===== src/rtl/lsu_dmem_port.sv =====
// Load/store unit data-memory port: IDLE/ACCESS/RESP handshake FSM with lane steering and load extension.
// Optional macro MISALIGN_TRAP_EN turns misaligned H/HU/W accesses into error responses.
module lsu_dmem_port #(
  parameter logic [31:0] DMEM_BASE  = 32'h0000_0000,
  parameter logic [31:0] DMEM_LIMIT = 32'h0003_FFFF
) (
  input  logic        clk,
  input  logic        reset,
  input  logic        req_valid,
  output logic        req_ready,
  input  logic        req_we,
  input  logic [2:0]  req_funct3,
  input  logic [31:0] req_addr,
  input  logic [31:0] req_wdata,
  output logic        rsp_valid,
  output logic [31:0] rsp_rdata,
  output logic        rsp_err,
  output logic [31:0] daddr,
  output logic [31:0] dwdata,
  output logic [3:0]  dwe,
  input  logic [31:0] drdata
);

`ifdef MISALIGN_TRAP_EN
  localparam logic TRAP_MISALIGN = 1'b1;
`else
  localparam logic TRAP_MISALIGN = 1'b0;
`endif

  localparam logic [2:0] F3_B  = 3'b000;
  localparam logic [2:0] F3_H  = 3'b001;
  localparam logic [2:0] F3_W  = 3'b010;
  localparam logic [2:0] F3_BU = 3'b100;
  localparam logic [2:0] F3_HU = 3'b101;

  // Offset-based window test avoids a constant-true compare when DMEM_BASE is 0.
  localparam logic [31:0] DMEM_SPAN = DMEM_LIMIT - DMEM_BASE;

  typedef enum logic [1:0] {
    IDLE   = 2'b00,
    ACCESS = 2'b01,
    RESP   = 2'b10
  } state_t;

  state_t state, state_next;

  logic       hs;
  logic       we_p0;
  logic [2:0] funct3_p0;
  logic [1:0] off_p0;
  logic       err_p0;

  function automatic logic access_err(input logic we, input logic [2:0] f3, input logic [31:0] addr);
    logic bad;
    case (f3)
      F3_B, F3_H, F3_W: bad = 1'b0;
      F3_BU, F3_HU:     bad = we;
      default:          bad = 1'b1;
    endcase
    if ((addr - DMEM_BASE) > DMEM_SPAN) bad = 1'b1;
    if (TRAP_MISALIGN) begin
      if ((f3 == F3_H || f3 == F3_HU) && addr[0]) bad = 1'b1;
      if (f3 == F3_W && addr[1:0] != 2'b00)       bad = 1'b1;
    end
    return bad;
  endfunction

  // Untrapped misaligned halves/words fall back to their natural alignment.
  function automatic logic [1:0] align_off(input logic [2:0] f3, input logic [1:0] off);
    case (f3)
      F3_H, F3_HU: return {off[1], 1'b0};
      F3_W:        return 2'b00;
      default:     return off;
    endcase
  endfunction

  function automatic logic [31:0] store_lanes(input logic [2:0] f3, input logic [31:0] wd);
    case (f3)
      F3_B:    return {4{wd[7:0]}};
      F3_H:    return {2{wd[15:0]}};
      default: return wd;
    endcase
  endfunction

  function automatic logic [3:0] lane_mask(input logic [2:0] f3, input logic [1:0] off);
    case (f3)
      F3_B:    return 4'b0001 << off;
      F3_H:    return 4'b0011 << {off[1], 1'b0};
      F3_W:    return 4'b1111;
      default: return 4'b0000;
    endcase
  endfunction

  function automatic logic [31:0] load_extend(input logic [2:0] f3, input logic [1:0] off, input logic [31:0] d);
    logic [7:0]  b;
    logic [15:0] h;
    b = 8'(d >> {off, 3'b000});
    h = off[1] ? d[31:16] : d[15:0];
    case (f3)
      F3_B:    return {{24{b[7]}}, b};
      F3_BU:   return {24'h0, b};
      F3_H:    return {{16{h[15]}}, h};
      F3_HU:   return {16'h0, h};
      default: return d;
    endcase
  endfunction

  assign req_ready = !reset && (state != ACCESS);
  assign hs        = req_valid && req_ready;

  always_ff @(posedge clk) begin
    if (reset) state <= IDLE;
    else       state <= state_next;
  end

  always_comb begin
    state_next = state;
    case (state)
      IDLE:    if (hs) state_next = ACCESS;
      ACCESS:  state_next = RESP;
      RESP:    state_next = hs ? ACCESS : IDLE;
      default: state_next = IDLE;
    endcase
  end

  // Request capture stage: decoded once at acceptance, consumed during ACCESS.
  always_ff @(posedge clk) begin
    if (hs) begin
      we_p0     <= req_we;
      funct3_p0 <= req_funct3;
      off_p0    <= align_off(req_funct3, req_addr[1:0]);
      err_p0    <= access_err(req_we, req_funct3, req_addr);
    end
  end

  // Memory-side address/data are launched at acceptance so they are stable for all of ACCESS.
  always_ff @(posedge clk) begin
    if (reset) begin
      daddr  <= 32'h0;
      dwdata <= 32'h0;
    end else if (hs) begin
      daddr  <= {req_addr[31:2], 2'b00};
      dwdata <= store_lanes(req_funct3, req_wdata);
    end
  end

  assign dwe = (state == ACCESS && we_p0 && !err_p0 && !reset) ? lane_mask(funct3_p0, off_p0) : 4'b0000;

  // Response stage: load data sampled at the end of ACCESS, presented during RESP.
  always_ff @(posedge clk) begin
    if (reset) begin
      rsp_valid <= 1'b0;
      rsp_err   <= 1'b0;
      rsp_rdata <= 32'h0;
    end else if (state == ACCESS) begin
      rsp_valid <= 1'b1;
      rsp_err   <= err_p0;
      rsp_rdata <= (err_p0 || we_p0) ? 32'h0 : load_extend(funct3_p0, off_p0, drdata);
    end else begin
      rsp_valid <= 1'b0;
    end
  end

endmodule


===== config.mk =====
export PLATFORM = sky130hd
export DESIGN_NAME = lsu_dmem_port
export DESIGN_NICKNAME = d
export VERILOG_FILES = /design/src/rtl/lsu_dmem_port.sv
export SDC_FILE = /design/constraint.sdc
export NUM_CORES = 1
export LEC_CHECK = 0
export ABC_AREA = 1
export CAP_MARGIN = 20
export CORE_MARGIN = 2
export CORE_UTILIZATION = 44
export CTS_BUF_LIST = sky130_fd_sc_hd__clkbuf_8
export CTS_CLUSTER_DIAMETER = 40
export DETAILED_ROUTE_END_ITERATION = 6
export GPL_TIMING_DRIVEN = 0
export PLACE_DENSITY = 0.86
export SETUP_SLACK_MARGIN = 0.5
export SYNTH_ARGS = -nofsm -noshare
export SYNTH_HDL_FRONTEND = slang
export SYNTH_SLANG_ARGS = --single-unit

===== constraint.sdc =====
create_clock -name clk -period 1.5 [get_ports clk]
set_clock_uncertainty 0.15 [all_clocks]
set_input_delay 0.3 -clock clk [delete_from_list [all_inputs] [get_ports clk]]
set_output_delay 0.3 -clock clk [all_outputs]
set_load 0.02 [all_outputs]

# [Word-level counts from Yosys, hierarchy flattened]
# Index checks and enable logic that the tools add are counted.
[op_classes] order_cmp=1 mux=12 n_eq_ne=12 reduce_logical=14 shift=3
[op_table] op="32-bit one-hot mux with 4 select lines" count=1
[op_table] op="32-bit one-hot mux with 2 select lines" count=1
[op_table] op="32-bit by 18-bit greater-than comparator with 1-bit output, second input constant" count=1
[op_table] op="32-bit two-way mux" count=1
[op_table] op="32-bit by 5-bit right shift with 8-bit output" count=1
[op_table] op="16-bit two-way mux" count=1
[op_table] op="3-bit equality test, second input constant" count=4
[op_table] op="4-bit one-hot mux with 3 select lines" count=1
[op_table] op="3-bit by 1-bit equality test with 1-bit output, second input constant" count=2
[op_table] op="3-bit by 2-bit equality test with 1-bit output, second input constant" count=2
[op_table] op="3-bit zero test" count=2
[op_table] op="2-bit one-hot mux with 3 select lines" count=1
[op_table] op="1-bit logical AND" count=5
[op_table] op="4-bit two-way mux" count=1
[op_table] op="2-bit one-hot mux with 2 select lines" count=1
[op_table] op="2-bit OR reduction" count=2
[op_table] op="1-bit by 2-bit left shift with 4-bit output, first input constant" count=1
[op_table] op="2-bit by 2-bit left shift with 4-bit output, first input constant" count=1
[op_table] op="3-bit OR reduction" count=1
[op_table] op="2-bit by 1-bit equality test with 1-bit output, second input constant" count=1
[op_table] op="2-bit equality test, second input constant" count=1
[op_table] op="1-bit zero test" count=2
[op_table] op="2-bit zero test" count=1
[op_table] op="1-bit two-way mux" count=2
[op_table] op="5 further kinds" count=5
[word_totals] reg_bits=105

# [Logic depth before layout (Yosys ltp)]
# Gate-level depths: netlist of run 1.
[depth] word_depth=5 depth_mapped=10

# [Worst setup path before layout of run 1]
# Ideal clock, no wire load.
[synth_path] kind="register -> output" start="reg funct3_p0[1]" end="out dwe[1]" n_path_buf=1 arrival_time_ns=1.218 path_slack_ns=-0.168 path_stages_with_launch=7 path_cell_list="edfxtp_1 -> buf_2 -> nand2_1 -> nand3_1 -> nor3_1 -> inv_1 -> nor2_1"
[synth_via] elab_chain_cells=3
[synth_rtl] element="start, declared" line="49" text="logic [2:0] funct3_p0;"
[synth_rtl] element="start signal, assigned" line="130" text="funct3_p0 <= req_funct3;"
[synth_rtl] element="3-bit by 2-bit equality test with 1-bit output, or another cell as far along" line="86" text="case (f3)"
[synth_rtl] element="4-bit one-hot mux with 3 select lines (*)" line="86"
[synth_rtl] element="4-bit two-way mux (*)" line="147" text="assign dwe = (state == ACCESS && we_p0 && !err_p0 && !reset) ? lane_mask(funct3_p0, off_p0) : 4'b0000;"
[synth_rtl] element="end, declared" line="20" text="output logic [3:0] dwe,"
# Every way passes the cells marked *; elsewhere a longest branch is shown, timed or not.

# [Worst setup path in the final report of run 1]
[layout_path] start="reg funct3_p0[0]" end="out dwe[0]"
# Same word-level chain as after synthesis.

==> results of run 1 <==
-- critical path, stage by stage (launching register included) --
cell      delay (ps)
edfxtp_1         510
inv_2            200
nand3_4          160
nor3_1           300
o21ai_1          120
inv_1            100
buf_6            120
-- sequential cells by signal, indices dropped and copies added (netlist names) --
signal,flops
funct3_p0,3
dwdata,32
rsp_err,1
state,2
we_p0,1
off_p0,2
err_p0,1
rsp_valid,1
rsp_rdata,32
daddr,30
-- final cells by class --
class | count | share of cell area
Inverter | 62 | 0.0273
Buffer | 34 | 0.0436
Tap cell | 140 | 0.0187
Timing Repair Buffer | 279 | 0.321
Multi-Input combinational cell | 491 | 0.322
Clock inverter | 6 | 0.00696
Clock buffer | 10 | 0.0147
Sequential cell | 105 | 0.246
-- repair_timing --
item | in CTS | in global routing
gates resized for setup | 857 | 116
hold buffers | 1 | 0
hold endpoints to repair | 1 | 0
endpoints found under the setup margin | 208 | 204
buffers inserted | 38 | 24
gates cloned | 5 | 10
pin swaps | 56 | 30
-- final timing paths --
check                        to          start
setup / recovery         dwe[0]   funct3_p0[0]
hold / removal     funct3_p0[2]  req_funct3[2]
setup reg to reg  rsp_rdata[22]      off_p0[0]
hold reg to reg   rsp_rdata[14]  rsp_rdata[14]
-- report_power, final --
| part | switching (µW) | internal, µW |
|---|---|---|
| logic | 1110 | 1030 |
| registers | 152 | 3010 |
| clock network | 1080 | 827 |
| total | 2340 | 4870 |
-- per-stage QoR --
step	TNS, ps	area [µm²]
global placement	-37780	7250
floorplan	-78.8	5050
global route	-14910	9350
finish	-11140	9350
CTS	-5070	8530
detailed placement	-40360	7250
-- kinds of logic after synthesis --
| group | Yosys count |
|---|---|
| flip-flops | 105 |
| other | 1 |
| AO/OA/AOI/OAI | 124 |
| buffers and inverters | 96 |
| AND/OR/NAND/NOR | 363 |
-- cells in the final DEF, fill, tap and decap left out, types with 23 or more instances in the layout --
| cell type | Yosys | routed |
|---|---|---|
| nand2_4 | 4 | 27 |
| nand2_2 | 4 | 52 |
| nor2_1 | 49 | 42 |
| inv_1 | 57 | 48 |
| dfxtp_2 | 0 | 95 |
| o21ai_2 | 0 | 29 |
| nand2_1 | 268 | 195 |
| buf_6 | 3 | 125 |
| o21ai_1 | 14 | 30 |
| o21ai_0 | 78 | 23 |
| buf_4 | 4 | 48 |
| clkdlybuf4s50_1 | 0 | 82 |
-- per-layer routing --
| metal | vias up | wire length [µm] | part of all wire |
|---|---|---|---|
| met5 | - | 0 | 0 |
| met4 | 0 | 1700 | 0.068 |
| li1 | 2766 | - | - |
| met3 | 178 | 2960 | 0.12 |
| met1 | 3079 | 8480 | 0.34 |
| met2 | 586 | 11700 | 0.47 |
==> flow_summary_export.csv, run 1 <==
group,metric,value,unit
synth,synth_seq_cells,105,
grt,grt_pass1_vias,5690,
synth,synth_ff_type,"dfxtp_1",
run,drv.max_cap_violation_count,0,
clock_tree,tritoncts,"yes",
layout,layout-area-overhead-vs-synth,95.8,%
sta,final-max-slew-violation-count,0,
sta,timing.hold.ws,56.8,ps
layout,sequential_cell_area,2300,µm²
synth,synth_edf_count,7,
synth,synth_simple_gate_area_share,0.316,
clock_tree,worstSkewPairLatency,380,ps
synth,syn_area,4770,µm²
grt,grt.met1_usage,0.342,
synth,muxShareOfSynthArea,0,
synth,synth.top_cell.area_share,0.411,
sta,rsz0062_at_grt,"true",
grt,global_route.usage.met3,0.0970,
floorplan,rows,38,
floorplan,floorplan.die.height,108,µm
critical_path,reg2reg_slack,-340,ps
synth,avgSynthCellArea,6.93,µm²
clock_tree,number_of_h_tree_branching_levels,3,
synth,synthesis_warnings,0,
grt,antenna_found_initial,0,
detailed_routing,residual_drc,0,
synth,synthDistinctLibCells,30,
clock_tree,numCtsBuffers,9,
synth,yosys.cell_count.top_type,"nand2_1",
detailed_routing,overall_routed_net_length,24800,µm
grt,first_pass_grt_wire_length,27700,µm
status,violations_in_the_final_reports,"negative setup slack",
detailed_routing,drt_pass_1_iters,7,
clock_tree,clk_sink_count,105,
layout,footprint_of_the_multi_input_gates,3010,µm²
placement,dp_hpwl,11600,µm
critical_path,cp_data_required_time,1050,ps
power,power,7210,µW
synth,synth_top_family_by_area,"simple AND/OR/NAND/NOR gates",
detailed_routing,wl_per_cell,22.0,µm
layout,diode_count,0,
worst_hold_path,worstHoldPathCells,2,
critical_path,worstPathMaxFanout,5,
detailed_routing,routed-via-count,6609,
power,p_per_area,771,nW/µm²
grt,grt.busiest_layer,"met2",
sta,final_worst_path_cycle_share,1.57,
sta,f_max,425,MHz
power,vdd.ir_drop.worst,0.579,mV
synth,asyncSetResetFlopFracSynth,0,
clock_tree,cts_root_buf,"clkbuf_8",
layout,finalNetCount,1085,
synth,synthTopCellsByCount,"nand2_1 (268), dfxtp_1 (98), o21ai_0 (78)",
layout,instances_no_fill,1127,
placement,dp.cells,1033,
power,power.leakage,0.00446,µW
clock_tree,path_clk_slew,110,ps
critical_path,worst-endpoint-arrival,1900,ps
status,result_of_the_run,"finished with violations",
synth,synthAdderAreaFrac,0,
critical_path,worstSetupStartpointType,"register",
synth,synth_top_cells_by_area,"dfxtp_1 (41%), nand2_1 (21%), o21ai_0 (8.2%)",
sta,fin_crit,2350,ps
floorplan,pin_count,206,
floorplan,start_util,0.446,
grt,grt.total_usage,0.305,
worst_hold_path,timing.hold.worst.class,"in2reg",
floorplan,die_w,108,µm
sta,setup_violations,70,
sta,finalHoldViolCount,0,
grt,grt_overflow_total,0,
synth,synth_compound_area_frac,0.140,
detailed_routing,dr_iter_0_viols,660,
layout,nFillCells,458,
grt,grt_util_met2,0.539,
critical_path,timing.reg2reg.worst_path_depth,11,
synth,synth_top_area_cell,"dfxtp_1",
floorplan,fp.coreArea,10700,µm²
detailed_routing,vias_per_cell,5.86,
floorplan,floorplan.die_area,11700,µm²
synth,synth_seq_area_share,0.455,
synth,yosys.area_share.xor_xnor,0,
layout,layout-drive-gt1-share,0.515,
placement,dp_worst_setup_slack,-1070,ps
sta,crit_path_setup_slack_layout,-851,ps
placement,gp_routability_congestion,0.903,
placement,portBuffers,203,
synth,postSynthCellCount,689,
critical_path,critical_path.endpoint_type,"output port",
clock_tree,clock_path_buffers,2,
detailed_routing,antenna_left,0,
critical_path,path_class,"reg2out",
grt,grt_start_max_net_pins,18,
layout,final_core_util,0.874,
Power figures use the tool's default switching activity.
==> inputs of run 2 (changes only) <==
--- a/constraint.sdc
+++ b/constraint.sdc
@@ -4,2 +4,2 @@
 set_output_delay 0.3 -clock clk [all_outputs]
-set_load 0.02 [all_outputs]
+set_load 0.01 [all_outputs]
==> run 2 against run 1 <==
The run still ends with negative setup slack left. Combinational power down 4%. Worst hold slack worse by 55 ps. Global-route usage up 0.44 points. Worst setup slack better by 180 ps. Non-clock buffer count up 15. Sequential power about the same. Total power down 2.2%. Register-to-register slack worse by 90 ps. Wire length up 2.3%. Die area unchanged. Count of clock-buffer cells in the layout down 1. Final cell count up 1.5%. Critical path type unchanged. Critical endpoint unchanged. Highest routed layer unchanged.
==> flow_summary_export.csv, run 2 (synthesis results as in run 1) <==
group,metric,value,unit
status,result_of_the_run,"finished with violations",
status,violations_in_the_final_reports,"negative setup slack",
power,vdd.ir_drop.worst,0.695,mV
layout,most_frequent_cells_in_the_layout,"nand2_1 (204), buf_6 (126), dfxtp_2 (97)",
detailed_routing,wl_per_cell,22.2,µm
clock_tree,numCtsBuffers,9,
clock_tree,cts_root_buf,"clkbuf_8",
critical_path,worst_path_max_delay_cell,"edfxtp_1",
sta,crit_path_setup_slack_layout,-668,ps
layout,mostFrequentLayoutCell,"nand2_1",
grt,grt.total_usage,0.309,
sta,finalHoldViolCount,0,
detailed_routing,antenna_left,0,
layout,reg.largest.list,"dwdata (32), rsp_rdata (32), daddr (30)",
layout,layout-drive-gt1-share,0.516,
placement,dp_hpwl,11800,µm
critical_path,timing.critical_path.slowest_cell_delay,460,ps
sta,f_max,461,MHz
detailed_routing,routed-via-count,6693,
grt,grt_pass1_vias,5677,
placement,gp_routability_congestion,0.905,
critical_path,r2r_end,"rsp_rdata[22]",
detailed_routing,overall_routed_net_length,25400,µm
floorplan,fp.coreArea,10700,µm²
critical_path,worstPathMaxFanout,5,
critical_path,reg2reg_slack,-430,ps
clock_tree,number_of_h_tree_branching_levels,3,
detailed_routing,vias_per_cell,5.85,
grt,grt_start_max_net_pins,20,
critical_path,critical_path.endpoint_type,"output port",
layout,instances_no_fill,1144,
sta,worst_pin_slew,567,ps
detailed_routing,residual_drc,0,
critical_path,setup.worst_path.start,"funct3_p0[1]",
grt,first_pass_grt_wire_length,28200,µm
grt,grt_overflow_total,0,
worst_hold_path,hold_path_end,"funct3_p0[0]",
layout,layout-area-overhead-vs-synth,96.8,%
clock_tree,clk_sink_count,105,
layout,sequential_cell_area,2300,µm²
critical_path,timing.reg2reg.worst_path_depth,9,
worst_hold_path,worstHoldPathCells,1,
critical_path,timing.rr.start,"off_p0[1]",
floorplan,pin_count,206,
grt,grt.busiest_layer,"met2",
critical_path,cp_cell_sequence,"buf_6 -> nand2_2 -> nand3_2 -> nor3_4 -> o21ai_1 -> inv_1 -> buf_2",
critical_path,worstSetupStartpointType,"register",
sta,fin_tns_setup,-24270,ps
grt,global_route.usage.met3,0.0753,
run,drv.max_cap_violation_count,0,
worst_hold_path,hold_start,"req_funct3[0]",
floorplan,floorplan.die_area,11700,µm²
floorplan,rows,38,
detailed_routing,drt_pass_1_iters,6,
placement,dp.cells,1033,
layout,footprint_of_the_multi_input_gates,2930,µm²
sta,fin_crit,2170,ps
critical_path,cp_data_required_time,1050,ps
sta,final_worst_path_cycle_share,1.45,
placement,portBuffers,203,
sta,final-max-slew-violation-count,0,
clock_tree,worstSkewPairLatency,400,ps
clock_tree,tritoncts,"yes",
sta,rsz0062_at_grt,"true",
grt,grt_util_met2,0.534,
worst_hold_path,timing.hold.worst.class,"in2reg",
floorplan,floorplan.die.height,108,µm
layout,nFillCells,423,
grt,grt.met1_usage,0.371,
clock_tree,path_clk_slew,120,ps
detailed_routing,dr_iter_0_viols,761,
sta,worst_slew_margin_rel,0.618,
critical_path,worst-endpoint-arrival,1720,ps
layout,finalNetCount,1101,
floorplan,die_w,108,µm
layout,final_core_util,0.878,
power,power.leakage,0.00448,µW
power,p_per_area,751,nW/µm²
critical_path,path_class,"reg2out",
clock_tree,clock_path_buffers,2,
floorplan,start_util,0.446,
grt,antenna_found_initial,1,
sta,setup_violations,107,
==> run 2: worst max path at each step <==
stage / slack [ps] / endpoint / cells after the start
after floorplan: 40 / dwe[1] / 6
after global placement: -970 / dwe[0] / 8
after detailed placement: -970 / dwe[0] / 8
after CTS: -540 / dwe[0] / 7
after global routing: -730 / dwe[3] / 7
final: -670 / dwe[0] / 7
==> run 2: worst max-delay path, delay by kind of cell (launching register included) <==
kind                   cells  cell delay, ps
buffers and inverters      3             390
AOI/OAI and AO/OA          1             110
DFF                        1             460
and+or+nand+nor            3             350
==> run 2: per-stage QoR <==
step / hold slack [ps] / cell area [µm²] / setup WS [ps] / total power [µW]
finish: 1.55 / 9400 / -668 / 7050
global route: -8.85 / 9400 / -730 / 7200
CTS: 43.4 / 8440 / -539 / 6480
detailed placement: 276 / 7240 / -975 / 4470
global placement: 267 / 7240 / -973 / 4460
floorplan: 249 / 5030 / 36.2 / 3730
==> run 2: cell type report <==
type | count | area share
well taps | 140 | 0.0186
multi-input cells | 492 | 0.312
flip-flops and latches | 105 | 0.245
inverters | 62 | 0.0264
diodes | 1 | 0.000266
plain buffers | 34 | 0.0450
clock inverters | 7 | 0.00693
clock buffers | 9 | 0.0132
repair buffers | 294 | 0.333
==> run 2: what timing repair did <==
item / 4_1_cts / 5_1_grt
hold buffers: 1 / 0
setup endpoints to repair: 208 / 205
resized for setup: 727 / 148
pin swaps: 33 / 33
buffers inserted: 36 / 40
gates cloned: 9 / 8
hold endpoints to repair: 1 / 0
==> run 2: layer usage <==
metal  vias to the layer above  part of all wire
li1                       2800                 -
met1                      3100              0.34
met2                       598              0.47
met3                       195              0.11
met4                         0             0.076
met5                         -                 0
==> run 2: power by group <==
group / switching (µW) / leakage, µW / internal, µW / total (µW)
combinational: 1000 / 0.00348 / 1050 / 2060
clock: 1190 / 0.0000926 / 642 / 1830
sequential: 154 / 0.000908 / 3010 / 3160
==> patch (flow settings as in run 1) <==
Register the output `rsp_err` once more, without a reset; this adds one clock of latency there. The other outputs are not delayed to match.
--- a/src/rtl/lsu_dmem_port.sv
+++ b/src/rtl/lsu_dmem_port.sv
@@ -41,6 +41,8 @@
     ACCESS = 2'b01,
     RESP   = 2'b10
   } state_t;
+
+  logic rsp_err_s0;
 
   state_t state, state_next;
 
@@ -150,16 +152,20 @@
   always_ff @(posedge clk) begin
     if (reset) begin
       rsp_valid <= 1'b0;
-      rsp_err   <= 1'b0;
+      rsp_err_s0 <= 1'b0;
       rsp_rdata <= 32'h0;
     end else if (state == ACCESS) begin
       rsp_valid <= 1'b1;
-      rsp_err   <= err_p0;
+      rsp_err_s0 <= err_p0;
       rsp_rdata <= (err_p0 || we_p0) ? 32'h0 : load_extend(funct3_p0, off_p0, drdata);
     end else begin
       rsp_valid <= 1'b0;
     end
   end
 
+  always_ff @(posedge clk) begin
+    rsp_err <= rsp_err_s0;
+  end
+
 endmodule
 
Behaviour: not the same (Yosys sat finds a counterexample within 4 cycles, from zero or initial values and one cycle with reset high).
==> patch against run 1 <==
The run still ends with negative setup slack left; power is 1.7% higher; routed wire length is 6.0% higher; worst setup slack better by 0.17 ns; sequential cell count is 1 higher; design area is 0.75% higher; synthesized cell count is 0.15% higher; area after synthesis is 0.42% higher.
==> patch: results (changes against run 1) <==
irDropWorstVdd_mv: 0.641  # +11%
outcome: "complete, but fails checks"
ys.flop_type: "dfxtp_1"
setup_ws_ns: -0.685  # +0.165 ns
nNetsFinal: 1105  # +1.8%
cp.arrival_ns: 1.74  # -0.16 ns
synth_compound_area_share_pct: 14.0  # -0.059 points
async_reset_ff_share_pct: 0  # unchanged
fill_cells: 471  # +2.8%
synth_area_leaders: "dfxtp_1, nand2_1, o21ai_0"
muxShareOfSynthArea_pct: 0  # unchanged
vias: 6735  # +1.9%
cts_buffers: 9  # unchanged
drt_iter0_drc: 631  # -4.4%
violations: "negative setup slack"
hold_class: "input pin to register"
drt_pass1_iterations: 6  # -1
yosys_warnings: 0  # unchanged
grt_first_pass_wirelength_mm: 28.1  # +1.6%
dp_hpwl_mm: 11.8  # +1.2%
synth_cell_type_count: 30  # unchanged
diodes: 0  # unchanged
synth-xor-area-share_pct: 0  # unchanged
synth-edff-count: 7  # unchanged
final_layout_size_suffix_gt1_share_pct: 51.4  # about the same
synthTopCellsByCount: "nand2_1, dfxtp_1, o21ai_0"
portBuffers: 203  # unchanged
wirelength_mm: 26.3  # +6.0%
place_ws_ns: -1.06  # +0.0115 ns
setup_viol: 108  # +54%
antenna_found_initial: 0  # unchanged
ys_seq_area_share_pct: 45.7  # +0.23 points
synth_fa_ha_area_share_pct: 0  # unchanged
grt_max_degree: 20  # +2
ctsHtreeMaxLevel: 3  # unchanged
gp_congestion: 0.877  # -2.8%
grt_usage_pct: 31.1  # +0.58 points
worstSkewPairLatency_ns: 0.39
path_clk_slew_ns: 0.11  # about the same
path_max_fanout: 5  # unchanged
clk_path_buf_depth: 2  # unchanged
grt_pass1_vias: 5760  # +1.2%
clk_root_buffer_cell: "clkbuf_8"
p_leak_uw: 0.00451  # +1.0%
largestRegisters: "dwdata: 32 flops, rsp_rdata: 32 flops, daddr: 30 flops"
regToRegSetupSlack_ns: -0.52  # -0.18 ns
max_slew_margin_pct: 65.9
[patch: cell count changes after synthesis]
cell / change
dfxtp_1: +1
[patch: repair_timing]
| action | 4_1_cts | 5_1_grt |
|---|---|---|
| gates cloned | 8 | 6 |
| pin swaps | 28 | 21 |
| endpoints found under the setup margin | 208 | 205 |
| resized for setup | 839 | 113 |
| setup buffers | 50 | 32 |
| hold buffers | 1 | 0 |
| hold endpoints to repair | 1 | 0 |
[patch: layer usage]
metal,vias to the layer above,track usage (%),share of wire [%]
met4,0,16.2,8.9
met2,606,53.8,46
met5,-,0,0
met1,3121,34.0,34
met3,204,9.83,11
li1,2804,-,-
[patch: metrics by stage]
step | setup TNS (ns) | hold slack (ns) | area, um^2 | std cells
2_1_floorplan | -0.0788 | 0.181 | 5070 | 691
3_3_place_gp | -38.30 | 0.217 | 7270 | 1034
3_5_place_dp | -39.36 | 0.226 | 7270 | 1034
4_1_cts | -8.20 | 0.0464 | 8620 | 1109
5_1_grt | -44.22 | 0.0463 | 9420 | 1147
6_report | -41.42 | 0.0613 | 9420 | 1147
[patch: area by class of cell]
type / count / area, um^2 / area share, %
timing repair buffer: 299 / 3240 / 34.4
multi-input combinational: 490 / 2850 / 30.3
sequential: 106 / 2320 / 24.6
buffer: 34 / 388 / 4.12
inverter: 62 / 245 / 2.60
tap: 140 / 175 / 1.86
clock buffer: 9 / 124 / 1.32
clock inverter: 7 / 76.3 / 0.810
[patch: worst paths after layout]
check | from | end | cells past startpoint
worst max-delay path | funct3_p0[0]$_DFFE_PP_ | dwe[0] | 6
worst max register to register | state[0]$_SDFFE_PP0P_ | dwdata[22]$_SDFFE_PP0P_ | 13
worst min-delay path | req_funct3[2] | funct3_p0[2]$_DFFE_PP_ | 2
worst min register to register | rsp_err_s0$_SDFFE_PP0P_ | rsp_err$_DFF_P_ | 0
[patch: logic make-up (layout without fill, tap and decap cells)]
kind of cell,Yosys count,in the layout
other cells,1,2
compound gates,124,124
flops,106,106
buf+inv,96,411
simple gates,363,364
[patch: where the power goes]
part / internal [uW] / switching (uW) / leakage [uW]
Combinational: 1080 / 1130 / 0.00349
Sequential: 3030 / 153 / 0.000916
Clock: 794 / 1140 / 0.000104
[patch: critical path: stages, from the launching register on]
cell and delay [ns]:
edfxtp_1 0.52, inv_2 0.18, nand3_4 0.14, nor3_2 0.18, o21ai_1 0.10, inv_1 0.11
buf_6 0.12
